--- src/rtl/merged_pin_splitter.sv ---
// Splits a time-multiplexed merged pin back into NUM_PINS parallel values.
// Frames start with a sync marker on slot 0. pins_out updates only when a frame completes.
module merged_pin_splitter #(
  parameter int unsigned          NUM_PINS  = 4,
  parameter int unsigned          TIMEOUT   = 16,
  parameter logic [NUM_PINS-1:0]  RESET_VAL = '0
) (
  input  logic                clk,
  input  logic                rst,
  input  logic                in_valid,
  input  logic                frame_sync,
  input  logic                merged_in,
  output logic [NUM_PINS-1:0] pins_out,
  output logic                out_valid,
  output logic                frame_err,
  output logic                locked
);

  localparam int unsigned SlotW      = $clog2(NUM_PINS);
  localparam logic [SlotW-1:0] LastSlot   = SlotW'(NUM_PINS - 1);
  localparam logic [7:0]       TimeoutVal = 8'(TIMEOUT);

  typedef enum logic [1:0] {StHunt, StCapture, StExpectSync} state_e;

  state_e              state_q, state_d;
  logic [SlotW-1:0]    slot_q, slot_d;
  logic [NUM_PINS-1:0] shadow_q, shadow_d;
  logic [NUM_PINS-1:0] pins_q, pins_d;
  logic [7:0]          idle_q, idle_d;
  logic                out_valid_q, out_valid_d;
  logic                frame_err_q, frame_err_d;
  logic                locked_q, locked_d;

  logic [NUM_PINS-1:0] shadow_wr;
  logic [NUM_PINS-1:0] shadow_first;

  always_comb begin
    shadow_wr         = shadow_q;
    shadow_wr[slot_q] = merged_in;
    shadow_first      = {{(NUM_PINS-1){1'b0}}, merged_in};

    state_d     = state_q;
    slot_d      = slot_q;
    shadow_d    = shadow_q;
    pins_d      = pins_q;
    idle_d      = idle_q;
    locked_d    = locked_q;
    out_valid_d = 1'b0;
    frame_err_d = 1'b0;

    case (state_q)
      StHunt: begin
        if (in_valid && frame_sync) begin
          shadow_d = shadow_first;
          slot_d   = SlotW'(1);
          idle_d   = '0;
          state_d  = StCapture;
        end
      end
      StCapture: begin
        if (in_valid) begin
          idle_d = '0;
          if (frame_sync) begin
            // Early sync: drop the partial frame and resync on this beat.
            frame_err_d = 1'b1;
            locked_d    = 1'b0;
            shadow_d    = shadow_first;
            slot_d      = SlotW'(1);
          end else if (slot_q == LastSlot) begin
            pins_d      = shadow_wr;
            out_valid_d = 1'b1;
            locked_d    = 1'b1;
            slot_d      = '0;
            state_d     = StExpectSync;
          end else begin
            shadow_d = shadow_wr;
            slot_d   = slot_q + SlotW'(1);
          end
        end else if (TIMEOUT != 0) begin
          if (idle_q + 8'd1 == TimeoutVal) begin
            frame_err_d = 1'b1;
            locked_d    = 1'b0;
            slot_d      = '0;
            idle_d      = '0;
            state_d     = StHunt;
          end else begin
            idle_d = idle_q + 8'd1;
          end
        end
      end
      StExpectSync: begin
        if (in_valid) begin
          if (frame_sync) begin
            shadow_d = shadow_first;
            slot_d   = SlotW'(1);
            idle_d   = '0;
            state_d  = StCapture;
          end else begin
            frame_err_d = 1'b1;
            locked_d    = 1'b0;
            state_d     = StHunt;
          end
        end
      end
      default: state_d = StHunt;
    endcase
  end

  always_ff @(posedge clk) begin
    if (rst) begin
      state_q     <= StHunt;
      slot_q      <= '0;
      shadow_q    <= '0;
      pins_q      <= RESET_VAL;
      idle_q      <= '0;
      out_valid_q <= 1'b0;
      frame_err_q <= 1'b0;
      locked_q    <= 1'b0;
    end else begin
      state_q     <= state_d;
      slot_q      <= slot_d;
      shadow_q    <= shadow_d;
      pins_q      <= pins_d;
      idle_q      <= idle_d;
      out_valid_q <= out_valid_d;
      frame_err_q <= frame_err_d;
      locked_q    <= locked_d;
    end
  end

  assign pins_out  = pins_q;
  assign out_valid = out_valid_q;
  assign frame_err = frame_err_q;
  assign locked    = locked_q;

endmodule

--- config.mk ---
export PLATFORM = sky130hd
export DESIGN_NAME = merged_pin_splitter
export DESIGN_NICKNAME = d
export VERILOG_FILES = /design/src/rtl/merged_pin_splitter.sv
export SDC_FILE = /design/constraint.sdc
export NUM_CORES = 1
export LEC_CHECK = 0
export BUFFER_PORTS_ARGS = -buffer_cell sky130_fd_sc_hd__buf_2
export CAP_MARGIN = 20
export CORE_MARGIN = 1.5
export CORE_UTILIZATION = 58
export CTS_CLUSTER_SIZE = 28
export DETAILED_ROUTE_END_ITERATION = 6
export PLACE_DENSITY_LB_ADDON = 0.2
export SLEW_MARGIN = 20
export SYNTH_ARGS = -nofsm -noshare
export SYNTH_HDL_FRONTEND = slang
export SYNTH_SLANG_ARGS = --single-unit
--- constraint.sdc ---
create_clock -name clk -period 2.25 [get_ports clk]
set_clock_uncertainty 0.15 [all_clocks]
set_input_delay 0.3375 -clock clk [delete_from_list [all_inputs] [get_ports clk]]
set_output_delay 0.3375 -clock clk [all_outputs]
set_load 0.02 [all_outputs]
==> impl_results.html, run 1 <==
<table>
<tr><th>Metric</th><th>Value</th></tr>
<tr><th colspan="2">Setup path</th></tr>
<tr><td>Worst reg2reg path endpoint</td><td>idle_q[7]$_SDFFE_PP0P_</td></tr>
<tr><td>Start of the worst register-to-register path</td><td>state_q[0]$_SDFFE_PP0P_</td></tr>
<tr><td>Slack of the worst reg-to-reg path</td><td>150 ps</td></tr>
<tr><td>Critical Path Start Type</td><td>flip-flop</td></tr>
<tr><td>Required time of the critical path</td><td>2340 ps</td></tr>
<tr><td>Worst Path Max Fanout</td><td>4</td></tr>
<tr><td>Number of cells traversed by the worst register-to-register path</td><td>7</td></tr>
<tr><td>Crit path capture type</td><td>flip-flop</td></tr>
<tr><td>Startpoint-to-endpoint class of the critical path</td><td>reg2reg</td></tr>
<tr><td>WP data arrival</td><td>2190 ps</td></tr>
<tr><th colspan="2">Power and ir drop</th></tr>
<tr><td>Switching fraction of total power</td><td>0.326</td></tr>
<tr><td>Relative contribution of sequential cells to total power</td><td>0.410</td></tr>
<tr><td>Power spent charging and discharging nets</td><td>341 uW</td></tr>
<tr><td>IR Drop Worst-Case VDD</td><td>0.477 mV</td></tr>
<tr><td>Clock share of power</td><td>0.288</td></tr>
<tr><td>Power per unit of standard cell area</td><td>665 mW/mm^2</td></tr>
<tr><td>Internal Dissipation</td><td>705 uW</td></tr>
<tr><td>Cell leakage power</td><td>0.000592 uW</td></tr>
<tr><td>Part of the total power dissipated in combinational logic</td><td>0.302</td></tr>
<tr><th colspan="2">Global routing</th></tr>
<tr><td>Number of antenna violations at the first check in global routing</td><td>0</td></tr>
<tr><td>Remaining global-route overflow</td><td>0</td></tr>
<tr><td>Total routing usage reported by global routing</td><td>0.252</td></tr>
<tr><td>Wire length of the first global-routing pass</td><td>5.17 mm</td></tr>
<tr><td>Pin count of the biggest net entering global routing</td><td>27</td></tr>
<tr><td>Via count of the first global-routing pass</td><td>1188</td></tr>
<tr><th colspan="2">Min path</th></tr>
<tr><td>Hold Path Sink</td><td>shadow_q[2]$_SDFFE_PP0P_</td></tr>
<tr><td>Instance count along the most critical hold path</td><td>3</td></tr>
<tr><td>Hold WC Path Type</td><td>in2reg</td></tr>
<tr><td>Startpoint of the tightest hold check path</td><td>merged_in</td></tr>
<tr><th colspan="2">Yosys</th></tr>
<tr><td>Share of the synthesized area in the top cell type</td><td>0.303</td></tr>
<tr><td>Synth warn</td><td>0</td></tr>
<tr><td>Post-synth EDFFs</td><td>0</td></tr>
<tr><td>Total of flip-flops plus latches after synthesis</td><td>22</td></tr>
<tr><td>Area contributors post-synth</td><td>dfxtp_1, ha_1, a21oi_1, o21ai_1, nor2_1</td></tr>
<tr><td>Synth async-reset ratio</td><td>0</td></tr>
<tr><td>Sequential fraction of the synthesis area</td><td>0.303</td></tr>
<tr><td>Post-synthesis cell type count</td><td>55</td></tr>
<tr><td>Netlist area before placement</td><td>0.00145 sq mm</td></tr>
<tr><td>Top FF cell, synth</td><td>dfxtp_1</td></tr>
<tr><td>Total nets after synthesis</td><td>190</td></tr>
<tr><td>Cell type with the largest total area after synthesis</td><td>dfxtp_1</td></tr>
<tr><td>Cell count after synthesis</td><td>174</td></tr>
<tr><td>Avg Inst Size Synth</td><td>8.34 sq um</td></tr>
<tr><th colspan="2">STA</th></tr>
<tr><td>Max-Slew Margin vs Limit</td><td>0.709</td></tr>
<tr><td>Max Fclk</td><td>476 MHz</td></tr>
<tr><td>Final period demand of the worst path</td><td>2100 ps</td></tr>
<tr><td>Fraction of the cycle the final worst path needs</td><td>0.934</td></tr>
<tr><td>Final hold violation count</td><td>0</td></tr>
<tr><td>Post-Route Setup TNS</td><td>0 ps</td></tr>
<tr><td>RSZ-0062 raised after global routing</td><td>false</td></tr>
<tr><td>Number of slew-limit violations in the final report</td><td>0</td></tr>
<tr><td>Actual slew at the worst max-slew pin</td><td>425 ps</td></tr>
<tr><td>Number of failing setup endpoints in the final timing report</td><td>0</td></tr>
<tr><th colspan="2">Clock tree</th></tr>
<tr><td>CTS root buf</td><td>clkbuf_4</td></tr>
<tr><td>TritonCTS clock tree</td><td>built</td></tr>
<tr><td>Hold-fix buffers, CTS</td><td>0</td></tr>
<tr><td>Maximum clock path buffer count</td><td>2</td></tr>
<tr><td>Sinks on Clock Net</td><td>22</td></tr>
<tr><td>Clock-pin slew on the worst setup and hold paths</td><td>130 ps</td></tr>
<tr><td>Post-CTS setup repair buffer count</td><td>0</td></tr>
<tr><td>Number of H-tree branching levels</td><td>1</td></tr>
<tr><td>Insertion delay of the later-clocked pin in the worst-skew pair</td><td>310 ps</td></tr>
<tr><td>Number of CTS-inserted buffers</td><td>3</td></tr>
<tr><th colspan="2">Floorplan</th></tr>
<tr><td>Floorplan die height</td><td>53.0 microns</td></tr>
<tr><td>Overall die area</td><td>0.00281 sq mm</td></tr>
<tr><td>Starting utilization of the core area</td><td>0.632</td></tr>
<tr><td>Die width</td><td>53.0 microns</td></tr>
<tr><td>Total I/O pin count</td><td>12</td></tr>
<tr><td>Placement row count</td><td>17</td></tr>
<tr><td>Core box area</td><td>0.00230 sq mm</td></tr>
<tr><th colspan="2">Detailed routing</th></tr>
<tr><td>Routed length per instance</td><td>15.0 microns</td></tr>
<tr><td>Uppermost routed layer</td><td>met4</td></tr>
<tr><td>Vias post-DR</td><td>1323</td></tr>
<tr><td>Remaining antenna violation count</td><td>0</td></tr>
<tr><td>Residual DRC</td><td>0</td></tr>
<tr><td>M1 WL</td><td>1.49 mm</td></tr>
<tr><td>Met2 WL post-DR</td><td>1.45 mm</td></tr>
<tr><td>Met3 wirelength from detailed routing</td><td>167 microns</td></tr>
<tr><td>First-pass detailed-route iteration total</td><td>4</td></tr>
<tr><td>Detailed Route WL</td><td>3.17 mm</td></tr>
<tr><td>Iter 0 DRT Violations</td><td>45</td></tr>
<tr><td>Vias per cell</td><td>6.27</td></tr>
<tr><th colspan="2">Layout</th></tr>
<tr><td>Filler instances</td><td>191</td></tr>
<tr><td>Net count of the finished layout</td><td>200</td></tr>
<tr><td>Final cell area excluding filler cells</td><td>0.00157 sq mm</td></tr>
<tr><td>Share of post-route cells with drive strength above 1</td><td>0.191</td></tr>
<tr><td>Number of antenna repair diodes</td><td>0</td></tr>
<tr><td>P&amp;R area growth vs syn</td><td>8.45%</td></tr>
<tr><td>Post-route insts no fill</td><td>211</td></tr>
<tr><th colspan="2">Place</th></tr>
<tr><td>Final RePlAce weighted congestion</td><td>0.850</td></tr>
<tr><td>Placed cell count</td><td>207</td></tr>
<tr><td>Placement-stage cell area</td><td>0.00152 sq mm</td></tr>
<tr><td>Buffers added on ports</td><td>11</td></tr>
<tr><td>Placed wire-length estimate after detailed placement</td><td>2.32 mm</td></tr>
<tr><th colspan="2">Status</th></tr>
<tr><td>Outcome</td><td>finished, final reports clean</td></tr>
<tr><th colspan="2">Run</th></tr>
<tr><td>Maximum Capacitance Violations</td><td>0</td></tr>
</table>
-- stage by stage --
stage          utilization  setup WS (ps)  total power [uW]  hold slack, ps
2_1_floorplan            -            263               669             304
6_report             0.685            150              1050             191
4_1_cts              0.684           51.2              1050             180
3_5_place_dp         0.660           41.0               744             329
5_1_grt              0.685           10.8              1090             182
3_3_place_gp         0.660            148               737             312
-- worst max path at each step --
stage | from | end | cells after the start
floorplan | idle_q[0]$_SDFFE_PP0P_ | state_q[1]$_SDFFE_PP0P_ | 7
global placement | idle_q[1]$_SDFFE_PP0P_ | slot_q[1]$_SDFFE_PP0P_ | 6
detailed placement | idle_q[1]$_SDFFE_PP0P_ | locked$_SDFFE_PP0P_ | 6
CTS | idle_q[1]$_SDFFE_PP0P_ | slot_q[1]$_SDFFE_PP0P_ | 6
global route | idle_q[1]$_SDFFE_PP0P_ | slot_q[1]$_SDFFE_PP0P_ | 6
finish | state_q[0]$_SDFFE_PP0P_ | idle_q[7]$_SDFFE_PP0P_ | 7
-- placed cells by master, fill, tap and decap left out, types with 3 or more instances in the layout --
cell type  netlist  final
nand4_1          3      3
a21oi_1         16     16
a211oi_1         3      3
buf_2            3     11
or3_1            4      4
nand2_1         11     11
ha_1            11     10
buf_4            1      3
nor2_1          12     12
nand3_1          3      3
dfxtp_1         22     20
nand2b_1         6      6
nor3_1           3      3
mux2i_1          4      4
nor4_1           4      4
o21ai_1          9      9
clkbuf_4         0      3
inv_1            8      8
-- cells in the mapped netlist (all sizes together), types with 3 or more instances --
cell type and instances:
a211oi 4, a21o 3, a21oi 17, a221oi 3, buf 5, clkbuf 4, dfxtp 22, ha 11
inv 9, mux2i 4, nand2 11, nand2b 6, nand3 4, nand4 4, nor2 12, nor3 4
nor4 4, o21ai 10, or2 4, or3 4
-- worst max-delay path, cell delays in order, from the launching register on --
cell and delay [ps]:
dfxtp_1 400, inv_1 110, ha_1 260, or2_1 270, a21oi_2 170, nand2_1 120
or4_1 410, a21oi_1 150
-- cell type report --
type                       count  area (sq um)  area share
clock inverter                 1          30.0      0.0191
sequential                    22           443       0.281
inverter                       9          33.8      0.0215
clock buffer                   3          22.5      0.0143
tap                           28          35.0      0.0223
timing repair buffer          14          77.6      0.0493
multi-input combinational    134           932       0.592
-- cells by family (layout without fill, tap and decap cells) --
kind of cell,count (synthesis),in the layout,share of synthesized area
AND/OR/NAND/NOR,68,68,0.279
multiplexers,5,5,0.0353
AO/OA/AOI/OAI,50,50,0.230
flip-flops,22,22,0.303
adder cells (fa/ha/maj),11,11,0.0948
buffers and inverters,18,27,0.0569
-- routing by layer --
metal / up-vias / global-route usage
li1: 657 / -
met1: 611 / 0.338
met4: 0 / 0.137
met3: 8 / 0.0395
met5: - / 0
met2: 47 / 0.383
-- power groups by stage --
stage	Clock (uW)	Sequential (uW)	Combinational [uW]
floorplan	0	436	233
global placement	0	436	301
detailed placement	0	437	307
CTS	309	429	309
global route	316	432	345
finish	301	429	316
-- state kept, by name, indices dropped and copies added (netlist names) --
name       cells
frame_err      1
pins_out       4
out_valid      1
state_q        2
locked         1
slot_q         2
idle_q         8
shadow_q       3
-- repair_timing --
| item | CTS | global route |
|---|---|---|
| gates cloned | 0 | 0 |
| resized for setup | 1 | 3 |
| setup endpoints to repair | 3 | 10 |
Power figures use the tool's default switching activity.
==> run 2, diff against run 1 <==
==> constraint.sdc (replaced) <==
create_clock -name clk -period 2.25 [get_ports clk]
set_clock_uncertainty 0.15 [all_clocks]
set_input_delay 0.1125 -clock clk [delete_from_list [all_inputs] [get_ports clk]]
set_output_delay 0.1125 -clock clk [all_outputs]
set_load 0.02 [all_outputs]
==> impl_results.html, run 2 (synthesis results as in run 1) <==
<table>
<tr><th>Metric</th><th>Value</th></tr>
<tr><th colspan="2">Status</th></tr>
<tr><td>Outcome</td><td>finished, final reports clean</td></tr>
<tr><th colspan="2">STA</th></tr>
<tr><td>Min setup slack post-route</td><td>142 ps (-7.45 ps)</td></tr>
<tr><td>Max-Slew Margin vs Limit</td><td>0.690 (-0.0195)</td></tr>
<tr><td>Fraction of the cycle the final worst path needs</td><td>0.937 (+0.00331)</td></tr>
<tr><td>Final hold violation count</td><td>0 (unchanged)</td></tr>
<tr><td>RSZ-0062 raised after global routing</td><td>false</td></tr>
<tr><td>Number of slew-limit violations in the final report</td><td>0 (unchanged)</td></tr>
<tr><td>Max Fclk</td><td>474 MHz (-0.35%)</td></tr>
<tr><td>Final period demand of the worst path</td><td>2110 ps (+7.45 ps)</td></tr>
<tr><td>Number of failing setup endpoints in the final timing report</td><td>0 (unchanged)</td></tr>
<tr><td>Post-Route Setup TNS</td><td>0 ps (unchanged)</td></tr>
<tr><td>Actual slew at the worst max-slew pin</td><td>466 ps (+40.3 ps)</td></tr>
<tr><th colspan="2">Setup path</th></tr>
<tr><td>WP data arrival</td><td>2140 ps (-50 ps)</td></tr>
<tr><td>Crit path capture type</td><td>flip-flop</td></tr>
<tr><td>Worst Path Max Fanout</td><td>9 (+5)</td></tr>
<tr><td>Required time of the critical path</td><td>2280 ps (-60 ps)</td></tr>
<tr><td>Startpoint-to-endpoint class of the critical path</td><td>reg2reg</td></tr>
<tr><td>Number of cells traversed by the worst register-to-register path</td><td>6 (-1)</td></tr>
<tr><td>Worst reg2reg path endpoint</td><td>locked$_SDFFE_PP0P_</td></tr>
<tr><td>Start of the worst register-to-register path</td><td>idle_q[1]$_SDFFE_PP0P_</td></tr>
<tr><td>Worst-path cell with the longest stage delay</td><td>dfxtp_2</td></tr>
<tr><td>Critical Path Start Type</td><td>flip-flop</td></tr>
<tr><td>Worst-path cell chain</td><td>ha_2, nand3_2, nor4_1, a211oi_2, o21ai_1, a311oi_1</td></tr>
<tr><td>Delay contributed by the slowest stage of the critical path</td><td>440 ps (+30 ps)</td></tr>
<tr><td>Slack of the worst reg-to-reg path</td><td>140 ps (about the same)</td></tr>
<tr><th colspan="2">Floorplan</th></tr>
<tr><td>Starting utilization of the core area</td><td>0.632 (unchanged)</td></tr>
<tr><td>Total I/O pin count</td><td>12 (unchanged)</td></tr>
<tr><td>Die width</td><td>53.0 microns (unchanged)</td></tr>
<tr><td>Core box area</td><td>0.00230 sq mm (unchanged)</td></tr>
<tr><td>Placement row count</td><td>17 (unchanged)</td></tr>
<tr><td>Overall die area</td><td>0.00281 sq mm (unchanged)</td></tr>
<tr><td>Floorplan die height</td><td>53.0 microns (unchanged)</td></tr>
<tr><th colspan="2">Clock tree</th></tr>
<tr><td>Sinks on Clock Net</td><td>22 (unchanged)</td></tr>
<tr><td>Number of CTS-inserted buffers</td><td>3 (unchanged)</td></tr>
<tr><td>Clock-pin slew on the worst setup and hold paths</td><td>130 ps (about the same)</td></tr>
<tr><td>TritonCTS clock tree</td><td>built</td></tr>
<tr><td>Number of H-tree branching levels</td><td>1 (unchanged)</td></tr>
<tr><td>Maximum clock path buffer count</td><td>2 (unchanged)</td></tr>
<tr><td>CTS root buf</td><td>clkbuf_4</td></tr>
<tr><td>Insertion delay of the later-clocked pin in the worst-skew pair</td><td>310 ps (about the same)</td></tr>
<tr><th colspan="2">Min path</th></tr>
<tr><td>Startpoint of the tightest hold check path</td><td>frame_sync</td></tr>
<tr><td>Hold WC Path Type</td><td>in2reg</td></tr>
<tr><td>Hold Path Sink</td><td>shadow_q[2]$_SDFFE_PP0P_</td></tr>
<tr><td>Instance count along the most critical hold path</td><td>4 (+1)</td></tr>
<tr><th colspan="2">Place</th></tr>
<tr><td>Placed cell count</td><td>207 (unchanged)</td></tr>
<tr><td>Worst slack at placement</td><td>41.0 ps (unchanged)</td></tr>
<tr><td>Buffers added on ports</td><td>11 (unchanged)</td></tr>
<tr><td>Placed wire-length estimate after detailed placement</td><td>2.32 mm (unchanged)</td></tr>
<tr><td>Final RePlAce weighted congestion</td><td>0.850 (unchanged)</td></tr>
<tr><th colspan="2">Layout</th></tr>
<tr><td>Net count of the finished layout</td><td>202 (+1.0%)</td></tr>
<tr><td>Share of post-route cells with drive strength above 1</td><td>0.189 (-0.00207)</td></tr>
<tr><td>Number of antenna repair diodes</td><td>0 (unchanged)</td></tr>
<tr><td>Most common cell after layout, fill and taps aside</td><td>dfxtp_1</td></tr>
<tr><td>Top library cells by usage in the layout, fill and taps aside</td><td>dfxtp_1, a21oi_1, nor2_1, nand2_1, buf_2</td></tr>
<tr><td>Post-route insts no fill</td><td>213 (+0.95%)</td></tr>
<tr><td>Register name with the most flops</td><td>idle_q</td></tr>
<tr><td>Max reg flops</td><td>8 (unchanged)</td></tr>
<tr><td>P&amp;R area growth vs syn</td><td>9.83%</td></tr>
<tr><th colspan="2">Detailed routing</th></tr>
<tr><td>Routed length per instance</td><td>15.1 microns (+0.25%)</td></tr>
<tr><td>Vias per cell</td><td>6.25 (-0.27%)</td></tr>
<tr><td>Remaining antenna violation count</td><td>0 (unchanged)</td></tr>
<tr><td>Detailed Route WL</td><td>3.21 mm (+1.2%)</td></tr>
<tr><td>Iter 0 DRT Violations</td><td>41 (-8.9%)</td></tr>
<tr><td>Vias post-DR</td><td>1332 (+0.68%)</td></tr>
<tr><td>Residual DRC</td><td>0 (unchanged)</td></tr>
<tr><td>First-pass detailed-route iteration total</td><td>4 (unchanged)</td></tr>
<tr><th colspan="2">Run</th></tr>
<tr><td>Maximum Capacitance Violations</td><td>0 (unchanged)</td></tr>
<tr><th colspan="2">Power and ir drop</th></tr>
<tr><td>Relative contribution of sequential cells to total power</td><td>0.409 (about the same)</td></tr>
<tr><td>IR Drop Worst-Case VDD</td><td>0.477 mV (+0.11%)</td></tr>
<tr><td>Power spent charging and discharging nets</td><td>342 uW (+0.30%)</td></tr>
<tr><td>Internal Dissipation</td><td>708 uW (+0.34%)</td></tr>
<tr><td>Cell leakage power</td><td>0.000600 uW (+1.4%)</td></tr>
<tr><td>Power per unit of standard cell area</td><td>658 mW/mm^2 (-0.93%)</td></tr>
<tr><td>Part of the total power dissipated in combinational logic</td><td>0.303 (about the same)</td></tr>
<tr><td>Clock share of power</td><td>0.288 (about the same)</td></tr>
<tr><td>Switching fraction of total power</td><td>0.326 (about the same)</td></tr>
<tr><th colspan="2">Global routing</th></tr>
<tr><td>Via count of the first global-routing pass</td><td>1190 (+0.17%)</td></tr>
<tr><td>Wire length of the first global-routing pass</td><td>5.19 mm (+0.39%)</td></tr>
<tr><td>Remaining global-route overflow</td><td>0 (unchanged)</td></tr>
<tr><td>Pin count of the biggest net entering global routing</td><td>27 (unchanged)</td></tr>
<tr><td>Number of antenna violations at the first check in global routing</td><td>0 (unchanged)</td></tr>
<tr><td>Total routing usage reported by global routing</td><td>0.253 (+0.00119)</td></tr>
</table>
-- run 2: cell type report --
class | count | area (sq um)
clock inverters | 1 | 30.0
flip-flops and latches | 22 | 443
repair buffers | 16 | 97.6
multi-input cells | 134 | 932
clock buffers | 3 | 22.5
inverters | 9 | 33.8
fillers | 189 | 703
well taps | 28 | 35.0
-- run 2: how the worst max path moves through the flow --
stage	slack [ps]	end	cells after the start	from
final	140	locked$_SDFFE_PP0P_	6	idle_q[1]$_SDFFE_PP0P_
after detailed placement	40	locked$_SDFFE_PP0P_	6	idle_q[1]$_SDFFE_PP0P_
after CTS	50	slot_q[1]$_SDFFE_PP0P_	6	idle_q[1]$_SDFFE_PP0P_
after global placement	150	slot_q[1]$_SDFFE_PP0P_	6	idle_q[1]$_SDFFE_PP0P_
after floorplan	260	state_q[1]$_SDFFE_PP0P_	7	idle_q[0]$_SDFFE_PP0P_
after global routing	10	slot_q[1]$_SDFFE_PP0P_	6	idle_q[1]$_SDFFE_PP0P_
-- run 2: what timing repair did --
action,in CTS,in global routing
buffers inserted,0,0
hold buffers,2,0
resized for setup,1,3
endpoints found under the setup margin,3,10
pin swaps,0,0
endpoints found under the hold margin,4,0
-- run 2: power groups by stage --
| stage | combinational, uW | sequential (uW) | clock, uW |
|---|---|---|---|
| 2_1_floorplan | 233 | 436 | 0 |
| 3_3_place_gp | 301 | 436 | 0 |
| 3_5_place_dp | 307 | 437 | 0 |
| 4_1_cts | 312 | 429 | 309 |
| 5_1_grt | 348 | 432 | 316 |
| 6_report | 318 | 429 | 302 |
-- run 2: worst max-delay path: cells and delay by family, from the launching register on --
kind	cells	cell delay (ps)
simple gates	2	500
fa+ha+maj	1	300
compound gates	3	580
flops	1	440
-- run 2: metal layers --
metal  wire length [microns]  global-route usage
met5                       0                   0
met4                      57               0.137
met3                     156              0.0395
met2                    1450               0.383
met1                    1540               0.341
-- run 2: per-stage QoR --
| step | total power [uW] | hold slack, ps | cell area, sq um | util |
|---|---|---|---|---|
| floorplan | 669 | 110 | 1450 | - |
| global route | 1100 | 108 | 1590 | 0.694 |
| CTS | 1050 | 74.3 | 1590 | 0.692 |
| finish | 1050 | 88.9 | 1590 | 0.694 |
| global placement | 737 | 284 | 1520 | 0.660 |
| detailed placement | 744 | 304 | 1520 | 0.660 |
